==> src/rtl/setup_loader_if.sv <==
// Byte-stream and core setup-port signals of the program loader.
// The byte source holds the master side. The loader holds the slave side.
interface setup_loader_if;
    logic        in_valid;
    logic [7:0]  in_data;
    logic        in_ready;
    logic        abort;
    logic        setup_write;
    logic [31:0] setup_address;
    logic [31:0] setup_data_in;
    logic        core_hold;
    logic        done;
    logic        error;

    modport master (
        output in_valid, in_data, abort,
        input  in_ready, setup_write, setup_address, setup_data_in,
               core_hold, done, error
    );

    modport slave (
        input  in_valid, in_data, abort,
        output in_ready, setup_write, setup_address, setup_data_in,
               core_hold, done, error
    );
endinterface

==> src/rtl/setup_loader.sv <==
// Byte-stream program loader.
// A frame has this layout: MAGIC, 4 address bytes (little-endian), 2 count bytes (LE),
// count x 4 data bytes (LE words), and 1 checksum byte.
// The loader writes one 32-bit word into the core's setup port each time a word completes.
// It keeps the core held in reset until a frame ends with a good checksum.
module setup_loader #(
    parameter logic [7:0]  MAGIC     = 8'hA5,
    parameter int unsigned MAX_WORDS = 65535
) (
    input  logic         clock,
    input  logic         reset,
    setup_loader_if.slave bus
);

    typedef enum logic [2:0] {
        S_IDLE,
        S_ADDR,
        S_COUNT,
        S_DATA,
        S_CHECK,
        S_DONE,
        S_ERR
    } state_t;

    state_t      state, state_next;
    logic [1:0]  byte_idx, byte_idx_next;
    logic [15:0] word_cnt, word_cnt_next;
    logic [7:0]  cnt_lo, cnt_lo_next;
    logic [31:0] addr, addr_next;
    logic [23:0] word_buf, word_buf_next;
    logic [7:0]  sum, sum_next;

    logic        setup_write_q, setup_write_next;
    logic [31:0] setup_address_q, setup_address_next;
    logic [31:0] setup_data_q, setup_data_next;
    logic        core_hold_q, core_hold_next;
    logic        done_q, done_next;
    logic        error_q, error_next;
    logic        in_ready_q;

    logic        accept;
    logic [7:0]  in_byte;
    logic [15:0] cnt_full;

    assign in_byte  = bus.in_data;
    assign accept   = bus.in_valid && in_ready_q;
    assign cnt_full = {in_byte, cnt_lo};

    assign bus.in_ready      = in_ready_q;
    assign bus.setup_write   = setup_write_q;
    assign bus.setup_address = setup_address_q;
    assign bus.setup_data_in = setup_data_q;
    assign bus.core_hold     = core_hold_q;
    assign bus.done          = done_q;
    assign bus.error         = error_q;

    // This block computes the next frame-parser state and the next values of all outputs.
    // Abort takes priority over a byte that arrives in the same cycle.
    always_comb begin
        state_next         = state;
        byte_idx_next      = byte_idx;
        word_cnt_next      = word_cnt;
        cnt_lo_next        = cnt_lo;
        addr_next          = addr;
        word_buf_next      = word_buf;
        sum_next           = sum;
        setup_write_next   = 1'b0;
        setup_address_next = setup_address_q;
        setup_data_next    = setup_data_q;
        core_hold_next     = core_hold_q;
        done_next          = done_q;
        error_next         = error_q;

        if (bus.abort) begin
            state_next     = S_IDLE;
            byte_idx_next  = 2'd0;
            core_hold_next = 1'b1;
            done_next      = 1'b0;
            error_next     = 1'b0;
        end else if (accept) begin
            case (state)
                S_IDLE, S_DONE, S_ERR: begin
                    if (in_byte == MAGIC) begin
                        state_next     = S_ADDR;
                        byte_idx_next  = 2'd0;
                        sum_next       = 8'd0;
                        done_next      = 1'b0;
                        error_next     = 1'b0;
                        core_hold_next = 1'b1;
                    end
                end
                S_ADDR: begin
                    sum_next      = sum + in_byte;
                    byte_idx_next = byte_idx + 2'd1;
                    case (byte_idx)
                        2'd0: addr_next[7:0]   = in_byte;
                        2'd1: addr_next[15:8]  = in_byte;
                        2'd2: addr_next[23:16] = in_byte;
                        default: begin
                            addr_next[31:24] = in_byte;
                            addr_next[1:0]   = 2'b00;
                            state_next       = S_COUNT;
                        end
                    endcase
                end
                S_COUNT: begin
                    sum_next = sum + in_byte;
                    if (byte_idx == 2'd0) begin
                        cnt_lo_next   = in_byte;
                        byte_idx_next = 2'd1;
                    end else begin
                        byte_idx_next = 2'd0;
                        word_cnt_next = cnt_full;
                        if (cnt_full == 16'd0) begin
                            state_next = S_CHECK;
                        end else if ({16'd0, cnt_full} > MAX_WORDS) begin
                            state_next     = S_ERR;
                            error_next     = 1'b1;
                            done_next      = 1'b0;
                            core_hold_next = 1'b1;
                        end else begin
                            state_next = S_DATA;
                        end
                    end
                end
                S_DATA: begin
                    sum_next      = sum + in_byte;
                    byte_idx_next = byte_idx + 2'd1;
                    case (byte_idx)
                        2'd0: word_buf_next[7:0]   = in_byte;
                        2'd1: word_buf_next[15:8]  = in_byte;
                        2'd2: word_buf_next[23:16] = in_byte;
                        default: begin
                            setup_write_next   = 1'b1;
                            setup_address_next = addr;
                            setup_data_next    = {in_byte, word_buf};
                            addr_next          = addr + 32'd4;
                            word_cnt_next      = word_cnt - 16'd1;
                            if (word_cnt == 16'd1) begin
                                state_next = S_CHECK;
                            end
                        end
                    endcase
                end
                S_CHECK: begin
                    if (in_byte == sum) begin
                        state_next     = S_DONE;
                        done_next      = 1'b1;
                        error_next     = 1'b0;
                        core_hold_next = 1'b0;
                    end else begin
                        state_next     = S_ERR;
                        done_next      = 1'b0;
                        error_next     = 1'b1;
                        core_hold_next = 1'b1;
                    end
                end
                default: begin
                    state_next    = S_IDLE;
                    byte_idx_next = 2'd0;
                end
            endcase
        end
    end

    // This block registers the parser state, the datapath, and every output.
    // Reset discards any partial word, so the loader never issues a write for it.
    always_ff @(posedge clock or negedge reset) begin
        if (!reset) begin
            state           <= S_IDLE;
            byte_idx        <= 2'd0;
            word_cnt        <= 16'd0;
            cnt_lo          <= 8'd0;
            addr            <= 32'd0;
            word_buf        <= 24'd0;
            sum             <= 8'd0;
            setup_write_q   <= 1'b0;
            setup_address_q <= 32'd0;
            setup_data_q    <= 32'd0;
            core_hold_q     <= 1'b1;
            done_q          <= 1'b0;
            error_q         <= 1'b0;
        end else begin
            state           <= state_next;
            byte_idx        <= byte_idx_next;
            word_cnt        <= word_cnt_next;
            cnt_lo          <= cnt_lo_next;
            addr            <= addr_next;
            word_buf        <= word_buf_next;
            sum             <= sum_next;
            setup_write_q   <= setup_write_next;
            setup_address_q <= setup_address_next;
            setup_data_q    <= setup_data_next;
            core_hold_q     <= core_hold_next;
            done_q          <= done_next;
            error_q         <= error_next;
        end
    end

    // The loader accepts a byte in every cycle except while reset is asserted.
    always_ff @(posedge clock or negedge reset) begin
        if (!reset) begin
            in_ready_q <= 1'b0;
        end else begin
            in_ready_q <= 1'b1;
        end
    end

endmodule
==> src/flat_wrapper.sv <==
// flat-port wrapper written by rule: the top's interface ports become plain ports
module setup_loader_flat 
#(
    parameter logic [7:0]  MAGIC     = 8'hA5,
    parameter int unsigned MAX_WORDS = 65535
)
  (clock, reset, bus_in_valid, bus_in_data, bus_abort, bus_in_ready, bus_setup_write, bus_setup_address, bus_setup_data_in, bus_core_hold, bus_done, bus_error);
  setup_loader_if bus_i ();
  input  logic clock;
  input  logic reset;
  input wire logic [$bits(bus_i.in_valid)-1:0] bus_in_valid;
  input wire logic [$bits(bus_i.in_data)-1:0] bus_in_data;
  input wire logic [$bits(bus_i.abort)-1:0] bus_abort;
  output wire logic [$bits(bus_i.in_ready)-1:0] bus_in_ready;
  output wire logic [$bits(bus_i.setup_write)-1:0] bus_setup_write;
  output wire logic [$bits(bus_i.setup_address)-1:0] bus_setup_address;
  output wire logic [$bits(bus_i.setup_data_in)-1:0] bus_setup_data_in;
  output wire logic [$bits(bus_i.core_hold)-1:0] bus_core_hold;
  output wire logic [$bits(bus_i.done)-1:0] bus_done;
  output wire logic [$bits(bus_i.error)-1:0] bus_error;
  assign bus_i.in_valid = bus_in_valid;
  assign bus_i.in_data = bus_in_data;
  assign bus_i.abort = bus_abort;
  assign bus_in_ready = bus_i.in_ready;
  assign bus_setup_write = bus_i.setup_write;
  assign bus_setup_address = bus_i.setup_address;
  assign bus_setup_data_in = bus_i.setup_data_in;
  assign bus_core_hold = bus_i.core_hold;
  assign bus_done = bus_i.done;
  assign bus_error = bus_i.error;
  setup_loader #(.MAGIC(MAGIC), .MAX_WORDS(MAX_WORDS)) u_core (.clock(clock), .reset(reset), .bus(bus_i));
endmodule
==> config.mk <==
export PLATFORM = sky130hd
export DESIGN_NAME = setup_loader_flat
export DESIGN_NICKNAME = d
export VERILOG_FILES = /design/src/rtl/setup_loader_if.sv /design/src/rtl/setup_loader.sv /design/src/flat_wrapper.sv
export SDC_FILE = /design/constraint.sdc
export NUM_CORES = 1
export LEC_CHECK = 0
export BUFFER_PORTS_ARGS = -buffer_cell sky130_fd_sc_hd__buf_2
export CORE_UTILIZATION = 53
export DETAILED_ROUTE_END_ITERATION = 8
export GPL_ROUTABILITY_DRIVEN = 0
export PLACE_DENSITY_LB_ADDON = 0.1
export SYNTH_ARGS = -nofsm -noshare
export SYNTH_HDL_FRONTEND = slang
export SYNTH_SLANG_ARGS = --single-unit
==> constraint.sdc <==
create_clock -name clock -period 2 [get_ports clock]
set_input_delay 0.3 -clock clock [delete_from_list [all_inputs] [get_ports clock]]
set_output_delay 0.3 -clock clock [all_outputs]
set_load 0.05 [all_outputs]
==> results of run 1 <==
==> worst max-delay path by stage <==
stage / from / end / slack [ns] / depth (start not counted)
finish: u_core.state[2] / u_core.word_buf[14] / 0.03 / 5
global route: u_core.state[2] / u_core.word_buf[14] / -0.12 / 5
CTS: u_core.word_cnt[8] / u_core.state[0] / 0.03 / 5
detailed placement: bus_in_data[4] / u_core.state[0] / 0.01 / 6
global placement: bus_in_data[4] / u_core.sum[7] / 0.05 / 5
floorplan: u_core.bus.in_ready / u_core.bus.setup_address[0] / 0.05 / 7
==> registers in the layout, indices dropped and copies added (netlist names), 2 cells and up <==
name	count
u_core.bus.setup_data_in	32
u_core.bus.setup_address	32
u_core.state	3
u_core.addr	32
u_core.word_buf	24
u_core.word_cnt	16
u_core.byte_idx	2
u_core.cnt_lo	8
u_core.sum	8
==> logic make-up after synthesis <==
kind of cell | share of synthesized area [%]
AND/OR/NAND/NOR | 12.4
other | 0.0475
AO/OA/AOI/OAI | 15.8
XOR/XNOR | 0.666
buffers and inverters | 2.79
flip-flops | 51.4
adder cells (fa/ha/maj) | 2.60
multiplexers | 14.3
==> area by class of cell <==
type | instances | area, sq um
Fill cell | 1126 | 5090
Inverter | 11 | 41.3
Clock buffer | 20 | 457
Clock inverter | 12 | 95.1
Multi-Input combinational cell | 496 | 3670
Timing Repair Buffer | 135 | 897
Sequential cell | 162 | 4060
Tap cell | 184 | 230
==> stage by stage <==
step	worst slack (ns)	hold WS (ns)
6_report	0.0308	0.213
5_1_grt	-0.121	0.224
4_1_cts	0.0286	0.198
3_5_place_dp	0.0150	0.168
3_3_place_gp	0.0517	0.162
2_1_floorplan	0.0516	0.00441
==> power groups by stage <==
stage | combinational (uW) | clock, uW | sequential (uW)
after floorplan | 102 | 0 | 3360
after global placement | 268 | 0 | 3360
after detailed placement | 276 | 0 | 3360
after CTS | 277 | 3110 | 3300
after global routing | 306 | 3260 | 3300
final | 277 | 3040 | 3300
==> tightest hold or removal path: stages <==
cell	delay, ns
buf_2	0.08
buf_4	0.16
a21oi_1	0.05
==> cell usage in the layout, fill, tap and decap left out, types with 18 or more instances in the layout <==
cell type  count
o21ai_0       23
buf_4         48
nand2_1       32
a31oi_1       24
nor2_1        49
dfrtp_1      160
mux2_1        89
o22a_1        29
nand3_1       18
a21oi_1       51
buf_2         79
==> timing repair <==
action                                 4_1_cts  5_1_grt
endpoints found under the hold margin       19        0
gates resized for setup                      0       10
hold buffers                                 1        0
setup endpoints to repair                    0       31
==> routing by layer <==
metal / GRT usage (%) / wire (microns) / vias up / part of all wire, %
li1: - / - / 2879 / -
met1: 34.6 / 8560 / 3082 / 44
met2: 45.0 / 9590 / 188 / 49
met3: 5.31 / 866 / 30 / 4.5
met4: 9.97 / 372 / 0 / 1.9
met5: 0 / 0 / - / 0
==> impl_metrics.env, run 1 <==
export IMPL_ys_seq_area_share_pct=51.4
export IMPL_clk_latency_ns=0.42
export IMPL_worstHoldPathType="in2reg"
export IMPL_drive_above_1_share_pct=22.8
export IMPL_pin_count=81
export IMPL_cts_tree="yes"
export IMPL_viasPerCell=6.06
export IMPL_fin_total_pwr_uw=6620
export IMPL_cp_required_ns=2.30
export IMPL_coreArea_sq_um=14500
export IMPL_cp_start_kind="register"
export IMPL_reg2regPathDepth=5
export IMPL_cp_arrival_ns=2.27
export IMPL_row_count=44
export IMPL_grt_util_all_layers_pct=26.9
export IMPL_period_needed_ns=1.97
export IMPL_critPathKind="reg2reg"
export IMPL_cap_violations=0
export IMPL_drc=0
export IMPL_seqPwrFrac_pct=49.8
export IMPL_rr_startpoint="u_core.state[2]"
export IMPL_cpMostUsedCell="nand2_1"
export IMPL_final_antenna_net_count=0
export IMPL_cts_max_path_buffers=2
export IMPL_clkSlewWorstSetupHoldPaths_ns=0.07
export IMPL_grt_overflow_total=0
export IMPL_powerDensity_nw_per_um2=701
export IMPL_ir_drop_v=0.000651
export IMPL_cts_max_level=4
export IMPL_cts_buffers_inserted=17
export IMPL_power_leakage_uw=0.00480
export IMPL_cts_num_sinks=162
export IMPL_synth_distinct_cells=67
export IMPL_r2r_slack_ns=0.03
export IMPL_synth_top_area_share_pct=51.1
export IMPL_min_from="bus_abort"
export IMPL_finalSetupTns_ns=0
export IMPL_synth_top_area_cell="dfrtp_1"
export IMPL_status="finished clean"
export IMPL_crit_fanout=8
export IMPL_p_sw_share_pct=23.6
export IMPL_p_sw_uw=1560
export IMPL_finalNonFillerCells=1020
export IMPL_r2r_end="u_core.word_buf[14]"
export IMPL_area_growth_syn_to_layout_pct=19.7
export IMPL_die_area_sq_um=15400
export IMPL_cpLargestDelayFamily="simple AND/OR/NAND/NOR gates"
export IMPL_synth_most_common_cell="dfrtp_1"
export IMPL_relSlewSlack_pct=57.7
export IMPL_synth_area_leaders="dfrtp_1 51%, mux2_1 13%, a21oi_1 3.2%, o22a_1 3.2%, nor2_1 2.3%"
export IMPL_hpwl_mm=13.5
export IMPL_setup_viol=0
export IMPL_max_stage_delay_ns=0.43
export IMPL_num_nets_final=850
export IMPL_power_frac_clock_pct=46.0
export IMPL_io_buffers=80
export IMPL_syn_cell_area_sq_um=7890
export IMPL_finalHoldViolCount=0
export IMPL_hold_path_end="u_core.bus.done"
export IMPL_avgSynthCellArea_sq_um=11.1
export IMPL_syn_inst=708
export IMPL_fin_area_sq_um=9450
export IMPL_rsz0062_at_grt="yes"
export IMPL_synth_common_cells="161 x dfrtp_1, 89 x mux2_1, 51 x a21oi_1, 49 x nor2_1, 33 x nand2_1"
export IMPL_initial_core_util_pct=54.3
export IMPL_async_flop_share_pct=100
export IMPL_synth_edf_count=0
export IMPL_grt_max_degree=69
export IMPL_routedWlPerCell_microns=19.0
export IMPL_worstMarginPinSlew_ns=0.633
export IMPL_grt_pass1_wl_mm=31.1
export IMPL_synth_ff_type="dfrtp_1"
export IMPL_antennaDiodeCount=0
export IMPL_postPlaceCellArea_sq_um=8830
export IMPL_routed_wl_mm=19.4
export IMPL_fmaxAchievable_mhz=508
export IMPL_post_cts_buffers=0
export IMPL_synth_seq_cells=162
export IMPL_dp_cells=987
export IMPL_antenna_found_initial=0
export IMPL_fin_skew_ns=0.00837
export IMPL_drtIter0Drc=527
export IMPL_hold_path_cell_count=3
export IMPL_end_kind="register"
export IMPL_slew_violations=0
export IMPL_path_buf_inv=0
export IMPL_postLayoutCoreUtil_pct=65.0
export IMPL_dieWidth_microns=124
export IMPL_cts_root_buf="clkbuf_16"
export IMPL_combPwrFrac_pct=4.2
export IMPL_path_cells="nor2b_1 -> nand2_1 -> nor2_1 -> nand2_1 -> mux2_1"
export IMPL_grt_pass1_vias=6032
export IMPL_crit_path_top_delay_cell="mux2_1"
export IMPL_p_int_uw=5060
export IMPL_via_count=6179
export IMPL_drtPass1Iterations=5
export IMPL_post_route_period_util_pct=98.5
export IMPL_syn_nets=735
export IMPL_die_y_microns=124
export IMPL_ys_warn_count=0
(Power assumes the default switching activity.)
==> inputs of run 2 (changes only) <==
--- a/config.mk
+++ b/config.mk
@@ -8,8 +8,7 @@
 export BUFFER_PORTS_ARGS = -buffer_cell sky130_fd_sc_hd__buf_2
 export CORE_UTILIZATION = 53
 export DETAILED_ROUTE_END_ITERATION = 8
-export GPL_ROUTABILITY_DRIVEN = 0
-export PLACE_DENSITY_LB_ADDON = 0.1
+export PLACE_DENSITY = 0.76
 export SYNTH_ARGS = -nofsm -noshare
 export SYNTH_HDL_FRONTEND = slang
 export SYNTH_SLANG_ARGS = --single-unit
==> impl_metrics.env, run 2 (same netlist as run 1, synthesis figures left out) <==
export IMPL_status="finished clean"
export IMPL_initial_core_util_pct=54.3
export IMPL_cp_required_ns=2.35
export IMPL_seqPwrFrac_pct=48.8
export IMPL_io_buffers=80
export IMPL_cpLargestDelayFamily="simple AND/OR/NAND/NOR gates"
export IMPL_hold_path_cell_count=2
export IMPL_r2r_slack_ns=0.05
export IMPL_post_cts_buffers=0
export IMPL_antenna_found_initial=0
export IMPL_powerDensity_nw_per_um2=709
export IMPL_crit_fanout=3
export IMPL_die_area_sq_um=15400
export IMPL_clkSlewWorstSetupHoldPaths_ns=0.07
export IMPL_max_stage_delay_ns=0.40
export IMPL_area_growth_syn_to_layout_pct=20.8
export IMPL_grt_util_all_layers_pct=26.6
export IMPL_power_leakage_uw=0.00485
export IMPL_cts_num_sinks=162
export IMPL_drive_above_1_share_pct=24.0
export IMPL_path_cells="or3_4 -> or2_4 -> o31a_1 -> a211oi_4 -> mux2i_1"
export IMPL_clk_latency_ns=0.43
export IMPL_worstHoldPathType="in2reg"
export IMPL_p_sw_share_pct=23.6
export IMPL_finalHoldViolCount=0
export IMPL_post_route_period_util_pct=97.5
export IMPL_grt_pass1_wl_mm=31.1
export IMPL_final_cell_mix="160 x dfrtp_1, 89 x mux2_1, 79 x buf_2"
export IMPL_postPlaceCellArea_sq_um=8910
export IMPL_rr_startpoint="u_core.word_cnt[8]"
export IMPL_final_common_cell="dfrtp_1"
export IMPL_period_needed_ns=1.95
export IMPL_end_kind="register"
export IMPL_place_ws_ns=0.0224
export IMPL_dieWidth_microns=124
export IMPL_setup_viol=0
export IMPL_cts_root_buf="clkbuf_16"
export IMPL_hold_path_end="u_core.cnt_lo[2]"
export IMPL_fmaxAchievable_mhz=513
export IMPL_p_int_uw=5160
export IMPL_row_count=44
export IMPL_cap_violations=0
export IMPL_cts_tree="yes"
export IMPL_combPwrFrac_pct=4.4
export IMPL_antennaDiodeCount=0
export IMPL_viasPerCell=6.12
export IMPL_path_buf_inv=0
export IMPL_slew_violations=0
export IMPL_reg2regPathDepth=5
export IMPL_pin_count=81
export IMPL_fin_skew_ns=0.00989
export IMPL_grt_pass1_vias=6123
export IMPL_routed_wl_mm=19.4
export IMPL_worstMarginPinSlew_ns=0.569
export IMPL_grt_overflow_total=0
export IMPL_drtIter0Drc=606
export IMPL_postLayoutCoreUtil_pct=65.6
export IMPL_relSlewSlack_pct=62.0
export IMPL_cp_start_kind="register"
export IMPL_num_nets_final=860
export IMPL_via_count=6301
export IMPL_cts_max_path_buffers=2
export IMPL_gp_congestion=0.925
export IMPL_cts_buffers_inserted=17
export IMPL_power_frac_clock_pct=46.8
export IMPL_fin_total_pwr_uw=6760
export IMPL_final_antenna_net_count=0
export IMPL_r2r_end="u_core.state[0]"
export IMPL_p_sw_uw=1590
export IMPL_coreArea_sq_um=14500
export IMPL_crit_path_top_delay_cell="dfrtp_1"
export IMPL_routedWlPerCell_microns=18.9
export IMPL_cts_max_level=4
export IMPL_drc=0
export IMPL_critPathKind="reg2reg"
export IMPL_grt_max_degree=53
export IMPL_fin_area_sq_um=9530
export IMPL_drtPass1Iterations=5
export IMPL_cp_arrival_ns=2.30
export IMPL_fin_ws_ns=0.0504
export IMPL_min_from="bus_in_data[2]"
export IMPL_finalSetupTns_ns=0
export IMPL_hpwl_mm=13.6
export IMPL_ir_drop_v=0.000628
export IMPL_die_y_microns=124
[run 2: worst max-delay path by stage]
stage	startpoint	endpoint	slack [ns]	depth (start not counted)
final	u_core.word_cnt[8]	u_core.state[0]	0.05	5
after global routing	u_core.word_cnt[4]	u_core.state[1]	-0.03	5
after CTS	u_core.word_cnt[8]	u_core.state[0]	0.04	5
after detailed placement	bus_in_data[0]	u_core.sum[6]	0.02	8
after global placement	bus_in_data[0]	u_core.sum[6]	0.01	8
after floorplan	u_core.bus.in_ready	u_core.bus.setup_address[0]	0.05	7
[run 2: stage by stage]
step	hold WS, ns	std cells
floorplan	0.00441	708
global placement	0.295	997
detailed placement	0.301	997
CTS	0.197	1030
global route	0.209	1030
finish	0.202	1030
[run 2: power by group through the flow]
stage	Sequential, uW	Clock, uW	Combinational (uW)
2_1_floorplan	3360	0	102
3_3_place_gp	3360	0	292
3_5_place_dp	3360	0	296
4_1_cts	3300	3190	299
5_1_grt	3300	3340	330
6_report	3300	3160	298
[run 2: final cells by class]
class                      count  area, sq um
timing repair buffer         145          972
fill                        1129         5000
clock buffer                  19          443
tap                          184          230
sequential                   162         4060
clock inverter                13          125
multi-input combinational    496         3660
inverter                      11         41.3
[run 2: repair_timing]
| action | CTS | global route |
|---|---|---|
| resized for setup | 0 | 10 |
| hold buffers | 1 | 0 |
| setup endpoints to repair | 0 | 28 |
| endpoints found under the hold margin | 49 | 0 |
[run 2: worst register-to-register path, stage by stage, from the launching register on]
cell and delay, ns:
dfrtp_1 0.40, or3_4 0.40, or2_4 0.24, o31a_1 0.29
a211oi_4 0.31, mux2i_1 0.23
[run 2: metal layers]
| metal | GRT usage [%] | vias to the layer above | part of all wire (%) |
|---|---|---|---|
| met2 | 42.7 | 213 | 49 |
| met5 | 0 | - | 0 |
| met1 | 34.6 | 3161 | 43 |
| met4 | 11.1 | 0 | 2.7 |
| met3 | 6.18 | 45 | 5.1 |
| li1 | - | 2882 | - |
==> inputs of run 3 (changes only) <==
--- a/config.mk
+++ b/config.mk
@@ -5,10 +5,11 @@
 export SDC_FILE = /design/constraint.sdc
 export NUM_CORES = 1
 export LEC_CHECK = 0
+export ABC_AREA = 1
 export BUFFER_PORTS_ARGS = -buffer_cell sky130_fd_sc_hd__buf_2
-export CORE_UTILIZATION = 53
+export CORE_UTILIZATION = 54
 export DETAILED_ROUTE_END_ITERATION = 8
-export PLACE_DENSITY = 0.76
+export PLACE_DENSITY = 0.77
 export SYNTH_ARGS = -nofsm -noshare
 export SYNTH_HDL_FRONTEND = slang
 export SYNTH_SLANG_ARGS = --single-unit
==> impl_metrics.env, run 3 <==
export IMPL_path_buf_inv=0
export IMPL_hold_path_end="u_core.state[0]"
export IMPL_setup_viol=0
export IMPL_fillers=1318
export IMPL_clk_latency_ns=0.44
export IMPL_num_nets_final=1245
export IMPL_synth_edf_count=0
export IMPL_synth_distinct_cells=38
export IMPL_finalSetupTns_ns=0
export IMPL_crit_path_top_delay_cell="dfrtp_1"
export IMPL_grt_util_all_layers_pct=27.1
export IMPL_end_kind="register"
export IMPL_area_growth_syn_to_layout_pct=15.8
export IMPL_synth_common_cells="411 x nand2_1, 161 x dfrtp_1, 148 x nor2_1, 90 x inv_1, 88 x o21ai_0"
export IMPL_via_count=7559
export IMPL_place_ws_ns=0.219
export IMPL_fin_skew_ns=0.00770
export IMPL_io_buffers=80
export IMPL_max_stage_delay_ns=0.45
export IMPL_syn_nets=1149
export IMPL_cts_max_path_buffers=2
export IMPL_row_count=45
export IMPL_drtPass1Iterations=8
export IMPL_grt_pass1_vias=6947
export IMPL_grt_pass1_wl_mm=33.8
export IMPL_slew_violations=0
export IMPL_synth_area_leaders="dfrtp_1 48%, nand2_1 19%, nor2_1 6.7%, o21ai_0 5.3%, inv_1 4.1%"
export IMPL_cts_buffers_inserted=17
export IMPL_postPlaceCellArea_sq_um=9050
export IMPL_crit_fanout=6
export IMPL_r2r_end="u_core.addr[18]"
export IMPL_initial_core_util_pct=55.0
export IMPL_cpLargestDelayFamily="simple AND/OR/NAND/NOR gates"
export IMPL_synth_most_common_cell="nand2_1"
export IMPL_antenna_found_initial=0
export IMPL_ir_drop_v=0.000800
export IMPL_drtIter0Drc=598
export IMPL_avgSynthCellArea_sq_um=7.43
export IMPL_ys_seq_area_share_pct=48.6
export IMPL_dieWidth_microns=126
export IMPL_async_flop_share_pct=100
export IMPL_final_cell_mix="410 x nand2_1, 161 x dfrtp_1, 147 x nor2_1"
export IMPL_regArea_sq_um=4060
export IMPL_synth_top_area_cell="dfrtp_1"
export IMPL_cts_max_level=4
export IMPL_gp_congestion=0.953
export IMPL_worstHoldPathType="in2reg"
export IMPL_status="finished clean"
export IMPL_fin_hold_ws_ns=0.242
export IMPL_die_area_sq_um=15900
export IMPL_syn_cell_area_sq_um=8340
export IMPL_critPathKind="reg2reg"
export IMPL_post_route_period_util_pct=92.1
export IMPL_r2r_slack_ns=0.16
export IMPL_synth_seq_cells=162
export IMPL_grt_overflow_total=0
export IMPL_ys_warn_count=0
export IMPL_fin_area_sq_um=9650
export IMPL_synth_top_area_share_pct=48.3
export IMPL_hpwl_mm=14.7
export IMPL_cp_start_kind="register"
export IMPL_final_antenna_net_count=0
export IMPL_cts_root_buf="clkbuf_16"
export IMPL_hold_path_cell_count=4
export IMPL_pin_count=81
export IMPL_cts_num_sinks=162
export IMPL_crit_cells=11
export IMPL_coreArea_sq_um=15100
export IMPL_rr_startpoint="u_core.addr[2]"
export IMPL_multi_input_area_sq_um=3730
export IMPL_min_from="bus_abort"
export IMPL_powerDensity_nw_per_um2=1130
export IMPL_grt_max_degree=96
export IMPL_routed_wl_mm=20.7
export IMPL_routedWlPerCell_microns=14.6
export IMPL_syn_inst=1122
export IMPL_drive_above_1_share_pct=13.2
export IMPL_viasPerCell=5.33
export IMPL_path_cells="ha_1 -> nand2_1 -> nor2_1 -> nand2_1 -> nor2_1 -> nand2_1 -> nor2_1 -> nand2_1 -> nand2_1 -> nand2_1 -> nand2_1"
export IMPL_cp_arrival_ns=2.21
export IMPL_synth_ff_type="dfrtp_1"
export IMPL_fmaxAchievable_mhz=543
export IMPL_finalHoldViolCount=0
export IMPL_antennaDiodeCount=0
export IMPL_rsz0062_at_grt="no"
export IMPL_cpMostUsedCell="nand2_1"
export IMPL_cp_required_ns=2.37
export IMPL_cap_violations=0
export IMPL_post_cts_buffers=0
export IMPL_worstMarginPinSlew_ns=0.578
export IMPL_reg2regPathDepth=11
export IMPL_power_leakage_uw=0.00500
export IMPL_final_common_cell="nand2_1"
export IMPL_relSlewSlack_pct=61.3
export IMPL_cts_tree="yes"
export IMPL_fin_ws_ns=0.157
export IMPL_period_needed_ns=1.84
export IMPL_die_y_microns=126
export IMPL_drc=0
export IMPL_clkSlewWorstSetupHoldPaths_ns=0.07
run 3: cell families (layout without fill, tap and decap cells):
family	after synthesis	in the layout	synth area share, %
buffers and inverters	128	237	6.62
AO/OA/AOI/OAI	164	164	10.2
XOR/XNOR	11	11	1.16
flip-flops	162	162	48.6
adder cells (fa/ha/maj)	15	15	2.34
other	1	1	0.0450
AND/OR/NAND/NOR	641	641	31.0
run 3: worst max path at each step:
stage	from	endpoint	slack, ns
after floorplan	u_core.bus.in_ready	u_core.bus.setup_address[17]	0.14
after global placement	u_core.addr[2]	u_core.addr[18]	0.19
after detailed placement	u_core.addr[2]	u_core.addr[18]	0.22
after CTS	u_core.addr[2]	u_core.addr[18]	0.20
after global routing	u_core.addr[2]	u_core.addr[20]	0.0006
final	u_core.addr[2]	u_core.addr[18]	0.16
run 3: layout make-up:
| type | count | area share [%] |
|---|---|---|
| clock buffer | 17 | 4.41 |
| clock inverter | 15 | 1.67 |
| inverter | 98 | 3.81 |
| multi-input combinational | 832 | 38.7 |
| sequential | 162 | 42.0 |
| tap | 188 | 2.44 |
| timing repair buffer | 107 | 6.99 |
run 3: where the power goes:
group          total [uW]  leakage, uW  internal, uW  switching [uW]
logic                3020      0.00256          1030            1990
clock network        3210     0.000287          1670            1540
registers            4650      0.00216          3970             682
total               10900      0.00500          6680            4210
run 3: metrics by stage:
step                utilization, %  cells  total power, uW
floorplan                        -   1122             6740
global placement              59.8   1386             7540
detailed placement            59.8   1386             7630
CTS                           63.7   1419            10900
global route                  63.7   1419            11600
finish                        63.7   1419            10900
run 3: timing repair:
| item | 4_1_cts | 5_1_grt |
|---|---|---|
| hold buffers | 1 | 0 |
| resized for setup | 0 | 2 |
| endpoints found under the hold margin | 51 | 0 |
| setup endpoints to repair | 0 | 8 |
run 3: worst min-delay path, stage by stage:
cell,delay [ns]
buf_2,0.18
nor2_1,0.07
nand2_1,0.05
nand2_1,0.04
run 3: per-layer routing:
layer,vias up,part of all wire (%),track usage [%]
met1,3527,46,37.2
met5,-,0,0
met4,0,2.5,10.6
met2,245,47,42.9
met3,39,4.9,4.63
li1,3748,-,-
